`config.mk`:
```
export PLATFORM = sky130hd
export DESIGN_NAME = maxima_band_scheduler
export DESIGN_NICKNAME = d
export VERILOG_FILES = /design/src/rtl/maxima_pkg.sv /design/src/rtl/band_timeout_counter.sv /design/src/rtl/maxima_band_scheduler.sv
export SDC_FILE = /design/constraint.sdc
export NUM_CORES = 1
export LEC_CHECK = 0
export CAP_MARGIN = 25
export CORE_AREA = 10 10 75 93
export DETAILED_ROUTE_END_ITERATION = 16
export DIE_AREA = 0 0 85 103
export DONT_BUFFER_PORTS = 1
export PLACE_DENSITY = 0.61
export SETUP_SLACK_MARGIN = 0.05
export SLEW_MARGIN = 25
export SYNTH_ARGS = -nofsm -noshare
export SYNTH_HDL_FRONTEND = slang
export SYNTH_SLANG_ARGS = --single-unit
```
`constraint.sdc`:
```
create_clock -name clk -period 1.9 [get_ports clk]
set_input_delay 0.285 -clock clk [delete_from_list [all_inputs] [get_ports clk]]
set_output_delay 0.285 -clock clk [all_outputs]
set_load 0.01 [all_outputs]
```
`src/rtl/maxima_pkg.sv`:
```
// Shared types and constants for the maxima band scheduler.
package maxima_pkg;

    // Scheduler sequencing states
    typedef enum logic [1:0] {
        ST_IDLE = 2'd0,
        ST_LOAD = 2'd1,
        ST_WAIT = 2'd2,
        ST_EMIT = 2'd3
    } state_t;

    // Default payload widths of a reduction result
    localparam int DEF_IDX_W = 9;
    localparam int DEF_MAG_W = 16;
    localparam int PEAK_W    = DEF_IDX_W + DEF_MAG_W;

    // Index 0 with magnitude 0: the null peak
    localparam logic [PEAK_W-1:0] NULL_PEAK = '0;

endpackage

```
`src/rtl/band_timeout_counter.sv`:
```
// Watchdog counter for the scheduler's WAIT state; terminal is high
// while the count sits at TIMEOUT-1.
module band_timeout_counter #(
    parameter int TIMEOUT = 64
) (
    input  logic clk,
    input  logic reset,
    input  logic clear,
    input  logic enable,
    output logic terminal
);

    localparam int CNT_W = $clog2(TIMEOUT);

    logic [CNT_W-1:0] count;

    // Count WAIT cycles; clear has priority over enable
    always_ff @(posedge clk or negedge reset) begin
        if (!reset) begin
            count <= '0;
        end else if (clear) begin
            count <= '0;
        end else if (enable) begin
            count <= count + CNT_W'(1);
        end
    end

    assign terminal = (count == CNT_W'(TIMEOUT - 1));

endmodule

```
`src/rtl/maxima_band_scheduler.sv`:
```
// Sequences the shared max-reduction tree across the bands of each frame
// and streams one {band, index, magnitude} peak per band downstream.
// Optional feature: define MAXIMA_THRESHOLD_EN to replace peaks whose
// magnitude is below `threshold` with the null peak.
module maxima_band_scheduler
    import maxima_pkg::*;
#(
    parameter  int NUM_BANDS = 6,
    parameter  int IDX_W     = DEF_IDX_W,
    parameter  int MAG_W     = DEF_MAG_W,
    parameter  int TIMEOUT   = 64,
    localparam int BAND_W    = (NUM_BANDS > 1) ? $clog2(NUM_BANDS) : 1
) (
    input  logic                   clk,
    input  logic                   reset,
    input  logic                   frame_valid,
    output logic                   frame_ready,
    input  logic [15:0]            frame_id,
    input  logic [MAG_W-1:0]       threshold,
    output logic [BAND_W-1:0]      red_band,
    output logic                   red_load,
    input  logic                   red_active,
    input  logic [IDX_W+MAG_W-1:0] red_max,
    output logic                   peak_valid,
    input  logic                   peak_ready,
    output logic [BAND_W-1:0]      peak_band,
    output logic [IDX_W-1:0]       peak_index,
    output logic [MAG_W-1:0]       peak_mag,
    output logic [15:0]            peak_frame,
    output logic                   peak_last,
    output logic                   busy,
    output logic                   timeout_err
);

    localparam int RES_W = IDX_W + MAG_W;

    state_t state;
    state_t next_state;

    logic             accept;
    logic             capture;
    logic             abort;
    logic             handshake;
    logic             last_band;
    logic             terminal;
    logic [RES_W-1:0] shaped;
    logic             frame_ready_d;
    logic             red_load_d;
    logic             peak_valid_d;
    logic             busy_d;

    // red_band doubles as the current-band register
    assign last_band = (red_band == BAND_W'(NUM_BANDS - 1));
    assign accept    = (state == ST_IDLE) && frame_valid && frame_ready;
    assign capture   = (state == ST_WAIT) && red_active;
    assign abort     = (state == ST_WAIT) && !red_active && terminal;
    assign handshake = (state == ST_EMIT) && peak_ready;

`ifdef MAXIMA_THRESHOLD_EN
    function automatic logic [RES_W-1:0] apply_threshold(
        input logic [RES_W-1:0] res,
        input logic [MAG_W-1:0] thr
    );
        if (res[MAG_W-1:0] < thr) begin
            return RES_W'(NULL_PEAK);
        end
        return res;
    endfunction

    assign shaped = apply_threshold(red_max, threshold);
`else
    logic unused_threshold;
    assign unused_threshold = ^threshold;
    assign shaped           = red_max;
`endif

    band_timeout_counter #(
        .TIMEOUT (TIMEOUT)
    ) u_timeout (
        .clk      (clk),
        .reset    (reset),
        .clear    (state == ST_LOAD),
        .enable   ((state == ST_WAIT) && !red_active),
        .terminal (terminal)
    );

    // State register
    always_ff @(posedge clk or negedge reset) begin
        if (!reset) begin
            state <= ST_IDLE;
        end else begin
            state <= next_state;
        end
    end

    // Next-state logic; a result arriving on the terminal cycle wins over abort
    always_comb begin
        next_state = state;
        case (state)
            ST_IDLE: if (accept)    next_state = ST_LOAD;
            ST_LOAD:                next_state = ST_WAIT;
            ST_WAIT: if (capture)   next_state = ST_EMIT;
                     else if (abort) next_state = ST_IDLE;
            ST_EMIT: if (handshake) next_state = last_band ? ST_IDLE : ST_LOAD;
            default:                next_state = ST_IDLE;
        endcase
    end

    // Output decode from the upcoming state so every flag is registered
    always_comb begin
        frame_ready_d = (next_state == ST_IDLE);
        red_load_d    = (next_state == ST_LOAD);
        peak_valid_d  = (next_state == ST_EMIT);
        busy_d        = (next_state != ST_IDLE);
    end

    // Registered control flags
    always_ff @(posedge clk or negedge reset) begin
        if (!reset) begin
            frame_ready <= 1'b0;
            red_load    <= 1'b0;
            peak_valid  <= 1'b0;
            busy        <= 1'b0;
            timeout_err <= 1'b0;
        end else begin
            frame_ready <= frame_ready_d;
            red_load    <= red_load_d;
            peak_valid  <= peak_valid_d;
            busy        <= busy_d;
            timeout_err <= timeout_err | abort;
        end
    end

    // Band pointer, frame tag and peak payload capture
    always_ff @(posedge clk or negedge reset) begin
        if (!reset) begin
            red_band               <= '0;
            peak_frame             <= '0;
            peak_band              <= '0;
            peak_last              <= 1'b0;
            {peak_index, peak_mag} <= RES_W'(NULL_PEAK);
        end else begin
            if (accept) begin
                red_band   <= '0;
                peak_frame <= frame_id;
            end else if (handshake && !last_band) begin
                red_band <= red_band + BAND_W'(1);
            end
            if (capture) begin
                peak_band              <= red_band;
                peak_last              <= last_band;
                {peak_index, peak_mag} <= shaped;
            end
        end
    end

endmodule

```
==> reports/results.ini, run 1 <==
[drt]
vias_per_cell = 5.392
first_pass_iters = 4
drtIter0Drc = 67
post_drt_wl_per_cell_microns = 18.42
routed_wl_microns = 5397
drc_errors = 0
ant_nets = 0
vias = 1580

[logic_synthesis]
netlist_instances = 216
ys_seq_elements = 61
synth_edf_count = 0
synth_nets = 281
synth_common_cells = dfrtp_1, nand2_1, mux2_2
ys_top_cells_by_area = dfrtp_1, mux2_2, nand2_1
synth_ff_type = dfrtp_1
yosysWarnings = 0
synth_top_area_share_pct = 60.61
synthArstFlopShare_pct = 100.0
synth_area_sq_um = 2519
postSynthAreaPerCell_sq_um = 11.66
ys_seq_area_share_pct = 60.61
synth_cell_types = 32
yosysTopAreaCell = dfrtp_1
synth_most_common_cell = dfrtp_1

[final_layout]
final_nets = 289
fillers = 461
diodes = 0
area_growth_pct = 12.27
drive_above_1_share_pct = 22.27
fin_cells = 293
postLayoutCellArea_sq_um = 2828

[placed_design]
io_buffers = 0
dp_cells = 275
dpl_cell_area_sq_um = 2590
dp_hpwl_microns = 4124
gp_congestion = 0.6885

[clock_tree]
htreeDepth = 3
clk_pin_slew_ns = 0.07
cts_sinks = 61
cts_max_path_buffers = 2
cts_tree = built
postCtsHoldBufs = 2
postCtsSetupRepairBufs = 0
root_buffer = clkbuf_8
cts.repair.resized = 0
clk_latency_ns = 0.32
numCtsBuffers = 9

[global_routing]
gr-usage-all-layers_pct = 12.77
grt_max_degree = 62
grt_pass1_wl_microns = 8901
grt_antenna_before_repair = 0
grt_pass1_vias = 1843
grt_overflow = 0

[floorplanning]
dieHeight_microns = 103
core_sq_um = 5293
initial_core_util_pct = 47.59
row_count = 30
io-pin-count = 115
die_x_microns = 85
die_area_sq_um = 8755

[sta]
slew-limit-headroom_pct = 74.71
tightestPinTransition_ns = 0.3794
max_freq_mhz = 643.4
rsz0062_at_grt = no
setup_violations = 0
skew_ns = 0.005596
drv_slew = 0
timing.hold.ws_ns = 0.06499
fin_tns_setup_ns = 0
min_period_ns = 1.554
hold_viol = 0
fin_crit_sh_pct = 81.80

[flow_run]
cap_violations = 0

[setup_path]
cp_max_fo = 32
cp.required_ns = 2.10
start_kind = flop
worst_setup_path_end_kind = flop
crit_type = reg2reg
critPathArrivalTime_ns = 1.76

[power_and_ir_drop]
cellLeakagePower_uw = 0.001322
ir_drop_v = 0.0009287
powerDensity_nw_per_um2 = 1737
power.total_uw = 4913

[min_path]
hp-class = in2reg

[run_status]
status = finished, final reports clean

## cell usage in the layout (no fill, tap or decap), drive strengths merged, types with 2 or more instances in the layout
cell type / count
mux2: 26
nand4b: 2
o311ai: 2
mux2i: 3
clkinv: 2
dfrtp: 61
clkbuf: 10
nor2: 6
nand3b: 3
nand2b: 3
o211ai: 4
clkinvlp: 3
buf: 6
a21oi: 2
ha: 3
inv: 8
o21a: 2
nand2: 58
o21ai: 9
o31ai: 3
## final timing paths
check                                 start  slack [ns]  cells after the start                  to
worst max-delay path               state[1]        0.35                      3         peak_mag[6]
worst min-delay path            frame_id[8]        0.06                      2       peak_frame[8]
worst max register to register     state[1]        0.35                      3         peak_mag[6]
worst min register to register  timeout_err        0.54                      2         timeout_err
max in group asynchronous             reset        1.16                      2       peak_frame[2]
min in group asynchronous             reset        0.47                      2  u_timeout.count[2]
## area by class of cell
class / instances / area, sq um / area share (%)
multi-input cells: 137 / 915.9 / 32.39
well taps: 64 / 80.08 / 2.832
clock inverters: 6 / 62.56 / 2.212
clock buffers: 10 / 137.6 / 4.867
repair buffers: 7 / 75.07 / 2.655
flip-flops and latches: 61 / 1526 / 53.98
inverters: 8 / 30.03 / 1.062
## metrics by stage
| stage | util (%) | setup WS (ns) |
|---|---|---|
| finish | 53.43 | 0.3458 |
| global route | 53.43 | 0.1838 |
| CTS | 53.43 | 0.3222 |
| detailed placement | 48.94 | 0.3216 |
| global placement | 48.94 | 0.3946 |
| floorplan | - | 0.6004 |
## flip-flops by register name, indices dropped and copies added (netlist names), 2 cells and up
name             flops
u_timeout.count      6
peak_mag            16
state                2
peak_index           9
peak_band            3
red_band             3
peak_frame          16
## routing by layer
| metal | wire length [microns] | share of wire, % | GRT usage, % |
|---|---|---|---|
| met1 | 1952 | 36 | 13.19 |
| met5 | 0 | 0 | 0 |
| met3 | 517 | 9.6 | 6.245 |
| met2 | 2859 | 53 | 21.30 |
| met4 | 68 | 1.3 | 6.091 |
## cell families (layout without fill, tap and decap cells)
kind of cell / Yosys count / count (layout) / synth area share [%]
buffers and inverters: 18 / 31 / 3.278
adders and majority gates: 3 / 3 / 1.490
AOI/OAI and AO/OA: 24 / 24 / 6.507
muxes: 29 / 29 / 12.82
and+or+nand+nor: 81 / 81 / 15.30
DFF: 61 / 61 / 60.61
## report_power, final
| group | internal, uW | leakage (uW) | switching, uW |
|---|---|---|---|
| clock network | 636 | 0.0000943 | 493 |
| registers | 1900 | 0.000742 | 793 |
| logic | 580 | 0.000485 | 513 |
| total | 3110 | 0.00132 | 1800 |
## worst max-delay path, stage by stage, from the launching register on
cell and delay (ns):
dfrtp_1 0.52, nand3b_1 0.16, buf_4 0.35, mux2_2 0.39
(Power assumes the default switching activity.)
==> inputs of run 2 (changes only) <==
--- a/config.mk
+++ b/config.mk
@@ -10,7 +10,7 @@
 export DETAILED_ROUTE_END_ITERATION = 16
 export DIE_AREA = 0 0 85 103
 export DONT_BUFFER_PORTS = 1
-export PLACE_DENSITY = 0.61
+export PLACE_DENSITY = 0.64
 export SETUP_SLACK_MARGIN = 0.05
 export SLEW_MARGIN = 25
 export SYNTH_ARGS = -nofsm -noshare
==> constraint.sdc (replaced) <==
create_clock -name clk -period 1.25 [get_ports clk]
set_input_delay 0.1875 -clock clk [delete_from_list [all_inputs] [get_ports clk]]
set_output_delay 0.1875 -clock clk [all_outputs]
set_load 0.01 [all_outputs]
==> reports/results.ini, run 2 (same netlist as run 1, synthesis figures left out) <==
[drt]
wl_met1_microns = 2175  ; +11%
drc_errors = 0  ; unchanged
wl_met3_microns = 575  ; +11%
first_pass_iters = 4  ; unchanged
ant_nets = 0  ; unchanged
routed_wl_microns = 6344  ; +18%
vias = 1828  ; +16%
drtIter0Drc = 41  ; -39%
top_layer = met4
wl_met2_microns = 3487  ; +22%
post_drt_wl_per_cell_microns = 17.87  ; -3.0%
vias_per_cell = 5.149  ; -4.5%

[floorplanning]
row_count = 30  ; unchanged
initial_core_util_pct = 47.59  ; unchanged
die_x_microns = 85  ; unchanged
dieHeight_microns = 103  ; unchanged
core_sq_um = 5293  ; unchanged
die_area_sq_um = 8755  ; unchanged
io-pin-count = 115  ; unchanged

[setup_path]
start_kind = flop
crit_type = reg2reg
cp.required_ns = 1.51  ; -0.59 ns
worst_setup_path_end_kind = flop
cp_max_fo = 10  ; -69%
critPathArrivalTime_ns = 1.62  ; -0.14 ns

[final_layout]
final_nets = 353  ; +22%
final_common_cell = dfrtp_1
diodes = 0  ; unchanged
drive_above_1_share_pct = 30.93  ; +8.7 points
area_growth_pct = 39.59
layout_common_cells = dfrtp_1, nand2_1, dlygate4sd3_1
fin_cells = 355  ; +21%

[flow_run]
cap_violations = 0  ; unchanged

[sta]
rsz0062_at_grt = yes
setup_violations = 35  ; +35
hold_viol = 61  ; +61
fin_tns_setup_ns = -1.995  ; -1.995 ns
slew-limit-headroom_pct = 81.33  ; +6.6 points
skew_ns = 0.004974  ; -0.0006212 ns
fin_crit_sh_pct = 108.8  ; +27 points
max_freq_mhz = 735.0  ; +14%
drv_slew = 0  ; unchanged
final.setup.worst_slack_ns = -0.1105  ; -0.4563 ns
timing.hold.ws_ns = -0.4514  ; -0.5163 ns
tightestPinTransition_ns = 0.2771  ; -0.1023 ns
min_period_ns = 1.360  ; -0.1937 ns

[clock_tree]
cts_max_path_buffers = 2  ; unchanged
htreeDepth = 3  ; unchanged
clk_latency_ns = 0.33  ; about the same
cts_tree = built
numCtsBuffers = 9  ; unchanged
cts_sinks = 61  ; unchanged
root_buffer = clkbuf_8
clk_pin_slew_ns = 0.06  ; about the same

[placed_design]
dp_hpwl_microns = 4148  ; +0.59%
io_buffers = 0  ; unchanged
dp_cells = 297  ; +8.0%
pre_cts_ws_ns = -0.1035  ; -0.4250 ns
gp_congestion = 0.7486  ; +8.7%

[power_and_ir_drop]
ir_drop_v = 0.001089  ; +17%
power.total_uw = 8172  ; +66%
powerDensity_nw_per_um2 = 2324  ; +34%
cellLeakagePower_uw = 0.001634  ; +24%

[global_routing]
grt_overflow = 0  ; unchanged
grt_pass1_vias = 1922  ; +4.3%
grt_antenna_before_repair = 0  ; unchanged
grt_max_degree = 62  ; unchanged
gr-usage-all-layers_pct = 14.13  ; +1.4 points
grt_pass1_wl_microns = 9742  ; +9.4%

[run_status]
status = complete, but fails checks
violations = hold timing, setup timing

[min_path]
hp-class = in2async

[run 2: changes by cell type in the layout (fill, tap and decap cells not counted), sizes merged]
| cell | previous run | this run |
|---|---|---|
| dlygate4sd3 | 1 | 41 |
| buf | 6 | 30 |
| clkinvlp | 3 | 0 |
| clkbuf | 10 | 12 |
| bufinv | 1 | 0 |
[run 2: critical path, cell delays in order, from the launching register on]
cell and delay, ns:
dfrtp_1 0.37, buf_6 0.14, nand2b_4 0.15, or4_1 0.48, a21oi_1 0.15
[run 2: routing by layer]
metal  vias to the layer above  global-route usage (%)
met2                        59                   24.77
met1                       887                   13.43
met3                        10                   7.352
met4                         0                   6.472
li1                        872                       -
met5                         -                       0
[run 2: metrics by stage]
stage	instance area, sq um	hold WS, ns	util (%)
floorplan	2555	-0.1081	-
detailed placement	2791	-0.1060	52.74
finish	3516	-0.4514	66.43
CTS	3395	-0.4696	64.14
global placement	2791	-0.1057	52.74
global route	3516	-0.4809	66.43
[run 2: cell type report]
cell class | instances | area [sq um]
clock inverter | 2 | 10.01
fill | 402 | 1777
multi-input combinational | 137 | 1026
inverter | 8 | 30.03
tap | 64 | 80.08
clock buffer | 12 | 155.1
sequential | 61 | 1529
timing repair buffer | 71 | 685.7
[run 2: what timing repair did]
item                                    4_1_cts  5_1_grt
resized for setup                            16       14
hold endpoints to repair                     99       64
hold buffers                                 38        3
setup buffers                                 0        4
endpoints found under the setup margin       60       61
pin swaps                                    15       11
[run 2: report_power, final]
group / leakage (uW) / switching [uW] / internal (uW) / total [uW]
combinational: 0.000805 / 1120 / 1580 / 2700
sequential: 0.000741 / 1090 / 2900 / 3990
clock: 0.0000881 / 687 / 798 / 1490
total: 0.00163 / 2900 / 5270 / 8170
[run 2: final timing paths]
path                       depth (start not counted)  slack (ns)            from                 end
min in group clk                                   2        0.05      red_active  u_timeout.count[2]
min reg2reg                                        2        0.55  peak_frame[15]      peak_frame[15]
max                                                4       -0.11        state[0]  u_timeout.count[5]
max reg2reg                                        4       -0.11        state[0]  u_timeout.count[5]
max in group asynchronous                          0        1.58           reset         red_band[0]
min                                                0       -0.45           reset       peak_frame[4]
